[config.mk]
export PLATFORM = sky130hd
export DESIGN_NAME = id_ex_stage
export DESIGN_NICKNAME = d
export VERILOG_FILES = /design/src/rtl/id_ex_pkg.sv /design/src/rtl/id_ctrl_decode.sv /design/src/rtl/id_ex_stage.sv
export SDC_FILE = /design/constraint.sdc
export NUM_CORES = 1
export LEC_CHECK = 0
export CAP_MARGIN = 10
export CORE_AREA = 2 2 208 210
export CTS_BUF_LIST = sky130_fd_sc_hd__clkbuf_16
export CTS_CLUSTER_DIAMETER = 200
export DETAILED_ROUTE_END_ITERATION = 12
export DIE_AREA = 0 0 210 212
export SLEW_MARGIN = 20
export SYNTH_ARGS = -nofsm -noshare
export SYNTH_HDL_FRONTEND = slang
export SYNTH_SLANG_ARGS = --single-unit
[constraint.sdc]
create_clock -name clk -period 4.5 [get_ports clk]
set_clock_uncertainty 0.15 [all_clocks]
set_input_delay 0.675 -clock clk [delete_from_list [all_inputs] [get_ports clk]]
set_output_delay 0.675 -clock clk [all_outputs]
set_load 0.02 [all_outputs]
[src/rtl/id_ex_pkg.sv]
// rtl/id_ex_pkg.sv - shared opcodes, ALUOp encoding and control bundle for the ID/EX stage
package id_ex_pkg;

  // Major opcodes handled by this decoder
  localparam logic [6:0] OP_RTYPE  = 7'b0110011;
  localparam logic [6:0] OP_IALU   = 7'b0010011;
  localparam logic [6:0] OP_LOAD   = 7'b0000011;
  localparam logic [6:0] OP_STORE  = 7'b0100011;
  localparam logic [6:0] OP_BRANCH = 7'b1100011;

  // {funct7, funct3} is always ten bits wide in the base ISA
  localparam int ALU_CTRL_BITS = 10;

  typedef enum logic [1:0] {
    ALU_ADD    = 2'b00,
    ALU_BRANCH = 2'b01,
    ALU_RTYPE  = 2'b10,
    ALU_ITYPE  = 2'b11
  } alu_op_t;

  typedef struct packed {
    logic alusrc;
    logic branch;
    logic memread;
    logic memwrite;
    logic memtoreg;
    logic regwrite;
    logic inv_op;
  } ctrl_t;

  localparam ctrl_t CTRL_NONE = '0;

  // Instructions whose rs2 field names a real source register
  function automatic logic opcode_uses_rs2(input logic [6:0] opcode);
    return (opcode == OP_RTYPE) || (opcode == OP_STORE) || (opcode == OP_BRANCH);
  endfunction

endpackage

[src/rtl/id_ctrl_decode.sv]
// rtl/id_ctrl_decode.sv - combinational instruction decode to controls, ALUOp and immediate
module id_ctrl_decode
  import id_ex_pkg::*;
#(
  parameter int XLEN = 64
) (
  input  logic [31:0]     instr,
  output ctrl_t           ctrl,
  output alu_op_t         alu_op,
  output logic [XLEN-1:0] imm,
  output logic            uses_rs2
);

  logic [6:0] opcode;
  assign opcode   = instr[6:0];
  assign uses_rs2 = opcode_uses_rs2(opcode);

  // Opcode-driven control and immediate generation; unknown opcodes carry only inv_op
  always_comb begin
    ctrl   = CTRL_NONE;
    alu_op = ALU_ADD;
    imm    = '0;
    unique case (opcode)
      OP_RTYPE: begin
        ctrl.regwrite = 1'b1;
        alu_op        = ALU_RTYPE;
      end
      OP_IALU: begin
        ctrl.regwrite = 1'b1;
        ctrl.alusrc   = 1'b1;
        alu_op        = ALU_ITYPE;
        imm           = {{(XLEN-12){instr[31]}}, instr[31:20]};
      end
      OP_LOAD: begin
        ctrl.regwrite = 1'b1;
        ctrl.alusrc   = 1'b1;
        ctrl.memread  = 1'b1;
        ctrl.memtoreg = 1'b1;
        imm           = {{(XLEN-12){instr[31]}}, instr[31:20]};
      end
      OP_STORE: begin
        ctrl.alusrc   = 1'b1;
        ctrl.memwrite = 1'b1;
        imm           = {{(XLEN-12){instr[31]}}, instr[31:25], instr[11:7]};
      end
      OP_BRANCH: begin
        ctrl.branch = 1'b1;
        alu_op      = ALU_BRANCH;
        imm         = {{(XLEN-13){instr[31]}}, instr[31], instr[7],
                       instr[30:25], instr[11:8], 1'b0};
      end
      default: begin
        ctrl.inv_op = 1'b1;
      end
    endcase
  end

endmodule

[src/rtl/id_ex_stage.sv]
// rtl/id_ex_stage.sv - decode plus ID/EX pipeline register; ID_EX_HAZARD_EN adds load-use bubbles
module id_ex_stage
  import id_ex_pkg::*;
#(
  parameter int XLEN       = 64,
  parameter int PC_W       = 64,
  parameter int ALU_CTRL_W = ALU_CTRL_BITS
) (
  input  logic                  clk,
  input  logic                  rst,
  input  logic                  in_valid,
  output logic                  in_ready,
  input  logic [31:0]           in_instr,
  input  logic [PC_W-1:0]       in_pc,
  output logic [4:0]            rf_rs1_addr,
  output logic [4:0]            rf_rs2_addr,
  input  logic [XLEN-1:0]       rs1_data,
  input  logic [XLEN-1:0]       rs2_data,
  input  logic                  flush,
  output logic                  out_valid,
  input  logic                  out_ready,
  output logic [PC_W-1:0]       out_pc,
  output logic [XLEN-1:0]       out_rs1_data,
  output logic [XLEN-1:0]       out_rs2_data,
  output logic [XLEN-1:0]       out_imm,
  output logic [4:0]            out_rs1,
  output logic [4:0]            out_rs2,
  output logic [4:0]            out_rd,
  output logic [ALU_CTRL_W-1:0] out_alu_control,
  output logic [1:0]            out_alu_op,
  output logic                  out_alusrc,
  output logic                  out_branch,
  output logic                  out_memread,
  output logic                  out_memwrite,
  output logic                  out_memtoreg,
  output logic                  out_regwrite,
  output logic                  out_inv_op
`ifdef ID_EX_HAZARD_EN
  ,
  output logic [31:0]           hazard_stall_cnt
`endif
);

  ctrl_t           dec_ctrl;
  alu_op_t         dec_alu_op;
  logic [XLEN-1:0] dec_imm;
  logic            dec_uses_rs2;
  logic            hazard;
  logic            accept;

  id_ctrl_decode #(
    .XLEN (XLEN)
  ) u_decode (
    .instr    (in_instr),
    .ctrl     (dec_ctrl),
    .alu_op   (dec_alu_op),
    .imm      (dec_imm),
    .uses_rs2 (dec_uses_rs2)
  );

  assign rf_rs1_addr = in_instr[19:15];
  assign rf_rs2_addr = in_instr[24:20];

`ifdef ID_EX_HAZARD_EN
  // A load in EX whose destination feeds this instruction cannot forward in time
  assign hazard = out_valid && out_memread && (out_rd != 5'd0) &&
                  ((out_rd == in_instr[19:15]) ||
                   (dec_uses_rs2 && (out_rd == in_instr[24:20])));

  // Counts cycles a waiting instruction was held back by a load-use bubble
  always_ff @(posedge clk) begin
    if (rst) begin
      hazard_stall_cnt <= '0;
    end else if (hazard && in_valid && !flush) begin
      hazard_stall_cnt <= hazard_stall_cnt + 32'd1;
    end
  end
`else
  logic hazard_unused;
  assign hazard        = 1'b0;
  assign hazard_unused = dec_uses_rs2;
`endif

  assign in_ready = !flush && !hazard && (!out_valid || out_ready);
  assign accept   = in_valid && in_ready;

  // Pipeline register: flush kills, accept loads, drain leaves a bubble, otherwise hold
  always_ff @(posedge clk) begin
    if (rst) begin
      out_valid       <= 1'b0;
      out_pc          <= '0;
      out_rs1_data    <= '0;
      out_rs2_data    <= '0;
      out_imm         <= '0;
      out_rs1         <= '0;
      out_rs2         <= '0;
      out_rd          <= '0;
      out_alu_control <= '0;
      out_alu_op      <= '0;
      out_alusrc      <= 1'b0;
      out_branch      <= 1'b0;
      out_memread     <= 1'b0;
      out_memwrite    <= 1'b0;
      out_memtoreg    <= 1'b0;
      out_regwrite    <= 1'b0;
      out_inv_op      <= 1'b0;
    end else if (flush) begin
      out_valid <= 1'b0;
    end else if (accept) begin
      out_valid       <= 1'b1;
      out_pc          <= in_pc;
      out_rs1_data    <= rs1_data;
      out_rs2_data    <= rs2_data;
      out_imm         <= dec_imm;
      out_rs1         <= in_instr[19:15];
      out_rs2         <= in_instr[24:20];
      out_rd          <= in_instr[11:7];
      out_alu_control <= {in_instr[31:25], in_instr[14:12]};
      out_alu_op      <= dec_alu_op;
      out_alusrc      <= dec_ctrl.alusrc;
      out_branch      <= dec_ctrl.branch;
      out_memread     <= dec_ctrl.memread;
      out_memwrite    <= dec_ctrl.memwrite;
      out_memtoreg    <= dec_ctrl.memtoreg;
      out_regwrite    <= dec_ctrl.regwrite;
      out_inv_op      <= dec_ctrl.inv_op;
    end else if (out_ready) begin
      out_valid <= 1'b0;
    end
  end

endmodule

=== Word-level counts from Yosys, hierarchy flattened ===
Index checks and enable logic that the tools add are counted.

* Equal/unequal tests: 5
* Mux-type cells: 10
* Bitwise gates (word level): 1
* Reduce and logical (&&, ||, !) cells: 12

{| class="wikitable"
|+ Operator list
! operator !! count
|-
| $pmux W64 S3 || 1
|-
| $eq A7 B6 Y1 const B || 2
|-
| $mux W1 || 8
|-
| $eq A7 B2 Y1 const B || 1
|-
| $eq A7 B5 Y1 const B || 1
|-
| $eq A7 B7 Y1 const B || 1
|-
| $pmux W2 S3 || 1
|-
| $reduce_or A3 Y1 || 2
|-
| $reduce_or A5 Y1 || 1
|-
| $reduce_or A2 Y1 || 2
|-
| $logic_and A1 B1 Y1 || 2
|-
| $logic_not A1 Y1 || 2
|-
| $reduce_and A2 Y1 || 1
|-
| $reduce_bool A2 Y1 || 1
|-
| $logic_or A1 B1 Y1 || 1
|-
| $not A1 Y1 || 1
|}

* Register bits: 290
* Input port bits: 229
* Output and inout port bits: 302
* Word-level logic and storage cells: 44

=== Longest topological paths before layout ===
Gate-level depths: netlist of run 1.

* Depth in word-level cells: 5
* Depth in mapped cells: 7
* Gate-level depth less buffers: 4

=== Cells and area by module ===
From an unflattened synthesis of run 1, not the netlist that was laid out.

* Cell total of the unflattened synthesis: 1379
* Area total of the unflattened synthesis: 13670.6 µm²

{| class="wikitable"
|+ Modules (own cells, without submodules)
! module !! instances !! cells an instance !! area an instance (µm²)
|-
| id_ex_stage || 1 || 1273 || 12936.2
|-
| id_ctrl_decode || 1 || 106 || 734.5
|}

=== Worst setup path before layout of run 1 ===
Ideal clock, no wire load.

* Path type: flip-flop to output port
* From: register out_imm[62] (netlist name)
* To: output port out_imm[13]
* Arrival: 1.546 ns
* Data required time: 3.675 ns
* Slack: 2.129 ns
* Cell stages (with the launch flop): 2
* Cells stage by stage: dfxtp_1 buf_4

{| class="wikitable"
|+ RTL lines
! what !! line !! RTL
|-
| end: declaration || id_ex_stage.sv:25 || <nowiki>output logic [XLEN-1:0] out_imm,</nowiki>
|}

==> results of run 1 <==
## registers in the layout, indices dropped and copies added (netlist names)
name,cells
out_inv_op,1
out_rs1,5
out_valid,1
out_alu_op,2
out_regwrite,1
out_branch,1
out_memwrite,1
out_alu_control,10
out_rd,5
out_rs2_data,64
out_pc,64
out_alusrc,1
out_rs1_data,64
out_rs2,5
out_memtoreg,1
out_imm,13
## kinds of logic after synthesis
| family | Yosys count | share of synthesized area |
|---|---|---|
| AND/OR/NAND/NOR | 487 | 0.218 |
| AO/OA/AOI/OAI | 242 | 0.143 |
| flip-flops | 239 | 0.543 |
| buffers and inverters | 142 | 0.0968 |
## layout make-up
| type | instances | area, sq um | area share |
|---|---|---|---|
| Clock buffer | 30 | 751 | 0.0500 |
| Timing Repair Buffer | 539 | 5420 | 0.361 |
| Clock inverter | 25 | 189 | 0.0126 |
| Inverter | 1 | 3.75 | 0.000250 |
| Tap cell | 546 | 683 | 0.0455 |
| Multi-Input combinational cell | 729 | 3190 | 0.212 |
| Sequential cell | 239 | 4780 | 0.319 |
## per-stage QoR
stage / hold WS, ns / setup slack, ns / util / instances
after detailed placement: 0.295 / 1.44 / 0.331 / 2054
after floorplan: 0.379 / 2.13 / - / 1110
after global routing: 0.319 / 1.50 / 0.353 / 2109
after CTS: 0.303 / 1.56 / 0.353 / 2109
after global placement: 0.288 / 1.49 / 0.331 / 2054
final: 0.300 / 1.65 / 0.353 / 2109
## how the worst max path moves through the flow
stage,startpoint,end,slack (ns)
floorplan,out_imm[62],out_imm[13],2.13
global placement,out_ready,out_rs2_data[27],1.49
detailed placement,out_ready,out_alu_control[0],1.44
CTS,out_imm[62],out_imm[14],1.56
global route,out_imm[62],out_imm[14],1.50
finish,out_imm[62],out_imm[14],1.65
## power by group through the flow
stage / logic (mW) / clock network, mW / registers, mW
global placement: 0.796 / 0 / 2.30
detailed placement: 0.802 / 0 / 2.30
finish: 0.795 / 2.28 / 2.26
floorplan: 0.225 / 0 / 2.42
CTS: 0.806 / 2.37 / 2.26
global route: 0.853 / 2.46 / 2.27
## synth_stat cells
master and number:
o2bb2ai_1 5, buf_2 28, inv_1 1, and2_4 1
a221oi_1 4, nand4bb_4 1, a22oi_1 1, nor3_1 6
buf_1 1, nand3_1 10, a21oi_2 1, nand2_1 448
and2b_1 2, or4_1 1, clkbuf_1 36, and2_1 1
buf_4 76, or3b_1 1, a21oi_1 228, a211o_1 1
nor2b_1 3, nand2b_1 1, nor2_1 9, or2b_1 1
dfxtp_1 239, nor3_2 1, a21o_1 1, or3_1 1
a31oi_1 1
## worst max-delay path, stage by stage (launching register included)
cell and delay, ns:
dfxtp_1 0.34, buf_4 0.37, clkdlybuf4s50_1 0.75
## per-layer routing
layer  global-route usage  vias to the layer above  share of wire
li1                     -                     4380              -
met1                0.162                     4013           0.40
met2                0.236                      339           0.49
met3               0.0403                       57          0.082
met4               0.0462                        4          0.026
met5                    0                        -        0.00064
## cell usage in the layout (no fill, tap or decap), types with 2 or more instances in the layout
cell,synthesis,routed
clkinv_2,0,3
o2bb2ai_1,5,5
and2_4,1,2
inv_6,0,2
dfxtp_1,239,239
clkdlybuf4s50_1,0,529
nand2_1,448,447
nand3_1,10,10
buf_12,0,4
nor3_1,6,6
clkinv_1,0,7
buf_4,76,5
bufinv_16,0,2
nor2b_1,3,3
clkbuf_16,0,30
nor2_1,9,9
inv_1,1,8
a221oi_1,4,4
and2b_1,2,2
a21oi_1,228,228
==> impl_metrics.ini, run 1 <==
[hold_path]
holdPathStages = 2
holdPathEnd = out_rs2_data[40]
hp-start = out_rs2_data[40]
hold_path.class = flop to flop

[timing]
worstMarginPinSlew_ns = 0.899
setup_violations = 0
final_hold_viol_count = 0
period_share = 0.634
maxSlewViolCount = 0
slew_headroom = 0.397
max_freq_mhz = 351
tns_ns = 0
period_minus_slack_ns = 2.85
rsz0062_at_grt = no

[status]
status = complete, no violations

[synthesis]
synth_top_area_share = 0.543
synth_warnings = 0
ys_top_cells_by_area = dfxtp_1 (54%), nand2_1 (19%), a21oi_1 (13%)
syn_inst = 1110
synth_nets = 1339
ys_ff_latch = 239
yosysSeqAreaShare = 0.543
syn_area_per_cell_sq_um = 7.94
synth.distinct_cells = 29
yosysTopAreaCell = dfxtp_1
synth_area_sq_mm = 0.00881

[layout]
synthToLayoutAreaGrowth_pct = 70.4
stdcell_area_sq_mm = 0.0150
drive_above_1_share = 0.0365
layout.nets = 1769
antenna_cells = 0
fill_cells = 4381

[floorplanning]
rows = 76
die_area_sq_mm = 0.0445
core_sq_mm = 0.0425
die_x_um = 210
start_util = 0.207
io_pins = 531
dieHeight_um = 212

[global_route]
grt_pass1_vias = 8296
grt_max_degree = 115
grt_overflow = 0
grt_use_total = 0.137
grt_pass1_wl_um = 48300
antenna_found_initial = 4

[clocking]
post_cts_buffers = 0
cts.sinks = 239
cts_root_buf = clkbuf_16
cts_hold_buf = 0
cts_tree = done
clk_pin_slew_ns = 0.06
cts_buffer_depth = 3
cts_resized = 0
htree_num_levels = 1
clk_latency_ns = 0.56
cts-buffers-inserted = 30

[worst_setup_path]
required_ns = 3.67
cp-start-kind = flop
rr_endpoint = out_rs2_data[39]
reg2reg_from = out_valid
cp_max_fo = 52
r2r_slack_ns = 2.28
arrival_ns = 2.03
cp-end-kind = output pin
rr_worst_depth = 5
crit_type = flop to output pin

[power_and_ir_drop]
pwr-share-comb = 0.149
power_density_mw_per_mm2 = 355
p_sw_mw = 1.38
leakage_nw = 5.29
p_sw_frac = 0.260
irDropWorstVdd_mv = 0.253
p_int_mw = 3.94
p_total_mw = 5.33
p_clk_frac = 0.427
power_frac_seq = 0.424

[drt]
post-route-drc-count = 0
vias = 8793
wl_um = 32700
drt-initial-drc-count = 541
dr.pass1.iters = 4
vias_per_cell = 4.17
ant_nets = 0
wire_per_inst_um = 15.5

[place]
hpwl_um = 23300
placed_cell_area_sq_mm = 0.0141
gp_congestion = 0.807
io_buffers = 530

[run]
maxCapViolCount = 0
No activity file was read; power rests on OpenSTA's default activity.
==> run 2, diff against run 1 <==
==> constraint.sdc (replaced) <==
create_clock -name clk -period 2.4 [get_ports clk]
set_clock_uncertainty 0.15 [all_clocks]
set_input_delay 0.36 -clock clk [delete_from_list [all_inputs] [get_ports clk]]
set_output_delay 0.36 -clock clk [all_outputs]
set_load 0.02 [all_outputs]
==> impl_metrics.ini, run 2 (same netlist as run 1, synthesis figures left out) <==
[status]
status = complete, no violations

[clocking]
cts-buffers-inserted = 29
clk_pin_slew_ns = 0.06
cts_buffer_depth = 3
cts_hold_buf = 0
post_cts_buffers = 0
cts_tree = done
htree_num_levels = 1
cts.sinks = 239
cts_root_buf = clkbuf_16
cts_resized = 1
clk_latency_ns = 0.55

[layout]
fin_util = 0.361
layout.nets = 1798
final_common_cell = clkdlybuf4s50_1
multi_input_area_sq_mm = 0.00319
final_cell_mix = clkdlybuf4s50_1 (521), nand2_1 (447), dfxtp_1 (239), a21oi_1 (228), clkbuf_16 (29)
stdcell_area_sq_mm = 0.0153
synthToLayoutAreaGrowth_pct = 74.0
top_regs = out_pc: 64 flops, out_rs1_data: 64 flops, out_rs2_data: 64 flops
drive_above_1_share = 0.0547
antenna_cells = 0
fill_cells = 4342
register_area_sq_mm = 0.00478

[power_and_ir_drop]
leakage_nw = 5.59
irDropWorstVdd_mv = 0.547
power_density_mw_per_mm2 = 646

[timing]
tns_ns = 0
period_minus_slack_ns = 2.31
worstMarginPinSlew_ns = 0.632
final_hold_viol_count = 0
rsz0062_at_grt = no
period_share = 0.963
slew_headroom = 0.579
setup_violations = 0
max_freq_mhz = 433
maxSlewViolCount = 0
timing.hold.ws_ns = 0.120

[run]
maxCapViolCount = 0

[drt]
wl_um = 32500
vias_per_cell = 4.18
drt-initial-drc-count = 450
ant_nets = 0
dr.pass1.iters = 4
post-route-drc-count = 0
wire_per_inst_um = 15.2
vias = 8928

[worst_setup_path]
cp-start-kind = flop
cp-end-kind = output pin
reg2reg_from = out_valid
cp-startpoint = out_imm[62]
crit_path_top_delay_cell = clkdlybuf4s50_1
crit_path_max_incr_delay_ns = 0.64
crit_type = flop to output pin
required_ns = 1.89
cp_max_fo = 52
arrival_ns = 1.80
r2r_slack_ns = 0.80
path_cells = buf_12 > clkdlybuf4s50_1

[global_route]
grt_pass1_vias = 8570
grt_pass1_wl_um = 48400
grt_max_degree = 86
grt_use_total = 0.137
antenna_found_initial = 1
grt_overflow = 0

[floorplanning]
die_x_um = 210
core_sq_mm = 0.0425
dieHeight_um = 212
start_util = 0.207
rows = 76
io_pins = 531
die_area_sq_mm = 0.0445

[hold_path]
hold_path.class = input port to flop
hp-start = rst

[place]
hpwl_um = 24100
io_buffers = 530
placed_cell_area_sq_mm = 0.0144
gp_congestion = 0.835
run 2: cell types whose count changed in the layout (fill, tap and decap cells not counted), sizes merged:
cell	change
clkdlybuf4s50	-8
clkinvlp	-1
clkbuf	-1
buf	+30
clkinv	+3
inv	-3
dlymetal6s2s	+7
dlygate4sd2	+1
run 2: metrics by stage:
step	instances	power (mW)	setup slack, ns
after CTS	2137	10.1	0.0301
final	2137	9.90	0.0890
after floorplan	1110	4.95	0.344
after detailed placement	2084	5.88	0.167
after global routing	2137	10.3	0.000662
after global placement	2084	5.87	0.175
run 2: final timing paths:
kind,depth (start not counted),endpoint
hold reg to reg,2,out_imm[7]
hold / removal,2,out_rs1_data[32]
setup reg to reg,6,out_rs2_data[41]
setup / recovery,2,out_imm[30]
run 2: final cells by class:
class                   instances  share of cell area
well taps                     546              0.0445
inverters                       1            0.000245
clock inverters                24              0.0108
multi-input cells             729               0.208
flip-flops and latches        239               0.312
clock buffers                  29              0.0473
repair buffers                569               0.377
run 2: worst max-delay path, delay by kind of cell, from the launching register on:
| kind | cells | cell delay (ns) |
|---|---|---|
| buf+inv | 2 | 0.85 |
| flops | 1 | 0.37 |
run 2: where the power goes:
group,internal (mW),switching [mW],leakage (nW),total (mW)
Combinational,0.813,0.738,3.17,1.55
Sequential,4.15,0.0874,1.95,4.23
Clock,2.40,1.72,0.464,4.12
Total,7.36,2.54,5.59,9.90
run 2: metal layers:
layer / wire, um / GRT usage / vias up
met1: 13100 / 0.160 / 4102
met2: 16200 / 0.240 / 333
met4: 985 / 0.0533 / 0
met5: 0 / 0 / -
met3: 2330 / 0.0337 / 56
li1: - / - / 4437
==> run 3, diff against run 2 <==
--- a/config.mk
+++ b/config.mk
@@ -6,11 +6,11 @@
 export NUM_CORES = 1
 export LEC_CHECK = 0
 export CAP_MARGIN = 10
-export CORE_AREA = 2 2 208 210
+export CORE_AREA = 4 4 204 206
 export CTS_BUF_LIST = sky130_fd_sc_hd__clkbuf_16
 export CTS_CLUSTER_DIAMETER = 200
 export DETAILED_ROUTE_END_ITERATION = 12
-export DIE_AREA = 0 0 210 212
+export DIE_AREA = 0 0 208 210
 export SLEW_MARGIN = 20
 export SYNTH_ARGS = -nofsm -noshare
 export SYNTH_HDL_FRONTEND = slang
==> impl_metrics.ini, run 3 (same netlist as run 1, synthesis figures left out) <==
[status]
status = complete, no violations

[layout]
fin_util = 0.388
final_common_cell = clkdlybuf4s50_1
top_regs = out_pc: 64 flops, out_rs1_data: 64 flops, out_rs2_data: 64 flops
drive_above_1_share = 0.0553
synthToLayoutAreaGrowth_pct = 74.5
final_cell_mix = clkdlybuf4s50_1 (496), nand2_1 (447), dfxtp_1 (239), a21oi_1 (228), dlymetal6s2s_1 (33)
antenna_cells = 0
fill_cells = 4054
layout.nets = 1799

[floorplanning]
rows = 73
core_sq_mm = 0.0396
die_x_um = 208
start_util = 0.222
io_pins = 531
die_area_sq_mm = 0.0437
dieHeight_um = 210

[worst_setup_path]
cp-end-kind = output pin
arrival_ns = 1.78
cp-start-kind = flop
required_ns = 1.89
cp_max_fo = 52
crit_type = flop to output pin

[power_and_ir_drop]
irDropWorstVdd_mv = 0.525
leakage_nw = 6.09
p_clk_frac = 0.411
p_sw_mw = 2.49
p_int_mw = 7.35
power_frac_seq = 0.430
power_density_mw_per_mm2 = 640
p_sw_frac = 0.253
pwr-share-comb = 0.158

[timing]
maxSlewViolCount = 0
setup_ws_ns = 0.111
max_freq_mhz = 437
worstMarginPinSlew_ns = 0.493
timing.hold.ws_ns = 0.0468
period_share = 0.954
period_minus_slack_ns = 2.29
setup_violations = 0
final_hold_viol_count = 0
slew_headroom = 0.672

[global_route]
grt_overflow = 0
grt_pass1_wl_um = 50100
grt_pass1_vias = 8665
grt_max_degree = 100
antenna_found_initial = 0
grt_use_total = 0.141

[clocking]
cts_resized = 0
post_cts_buffers = 0
clk_pin_slew_ns = 0.06
cts_hold_buf = 0
cts-buffers-inserted = 28
cts_buffer_depth = 3
cts_root_buf = clkbuf_16
cts.sinks = 239
clk_latency_ns = 0.53
htree_num_levels = 1
cts_tree = done

[drt]
vias_per_cell = 4.21
drt-initial-drc-count = 508
wire_per_inst_um = 15.9
wl_um = 33600
ant_nets = 0
dr.pass1.iters = 5
vias = 8910
post-route-drc-count = 0

[place]
io_buffers = 530
gp_congestion = 0.834
hpwl_um = 25600
dp_slack_ns = 0.0897

[run]
maxCapViolCount = 0

[hold_path]
hold_path.class = input port to flop
## run 3: worst max-delay path: stages (launching register included)
cell and delay (ns):
dfxtp_1 0.38, buf_12 0.21, clkdlybuf4s50_1 0.63
## run 3: path summary, 6_finish.rpt
check	start	end	slack, ns	cells after the start
worst max-delay path	out_imm[62]	out_imm[36]	0.11	2
worst min-delay path	rst	out_pc[2]	0.05	2
worst max register to register	out_valid	out_rs2_data[4]	0.70	6
worst min register to register	out_rs1_data[52]	out_rs1_data[52]	0.30	2
## run 3: final cells by class
| cell class | instances | area, sq um | share of cell area |
|---|---|---|---|
| Clock buffer | 29 | 726 | 0.0472 |
| Clock inverter | 23 | 156 | 0.0102 |
| Inverter | 1 | 3.75 | 0.000244 |
| Multi-Input combinational cell | 729 | 3190 | 0.207 |
| Sequential cell | 239 | 4780 | 0.311 |
| Tap cell | 525 | 657 | 0.0427 |
| Timing Repair Buffer | 571 | 5870 | 0.382 |
## run 3: per-layer routing
metal,global-route usage,part of all wire,up-vias
li1,-,-,4422
met2,0.249,0.50,348
met1,0.162,0.38,4081
met5,0,0,-
met4,0.0505,0.031,0
met3,0.0444,0.083,59
## run 3: power groups by stage
| stage | registers, mW | clock network, mW | logic (mW) |
|---|---|---|---|
| after detailed placement | 4.32 | 0 | 1.57 |
| after CTS | 4.24 | 4.20 | 1.58 |
| after floorplan | 4.53 | 0 | 0.422 |
| after global placement | 4.31 | 0 | 1.56 |
| after global routing | 4.25 | 4.36 | 1.67 |
| final | 4.23 | 4.05 | 1.56 |
## run 3: metrics by stage
stage	TNS (ns)	area, sq um	cells	power, mW
2_1_floorplan	0	8810	1110	4.95
3_3_place_gp	0	14400	2065	5.88
3_5_place_dp	0	14400	2065	5.89
4_1_cts	0	15300	2117	10.0
5_1_grt	-0.000199	15400	2117	10.3
6_report	0	15400	2117	9.84
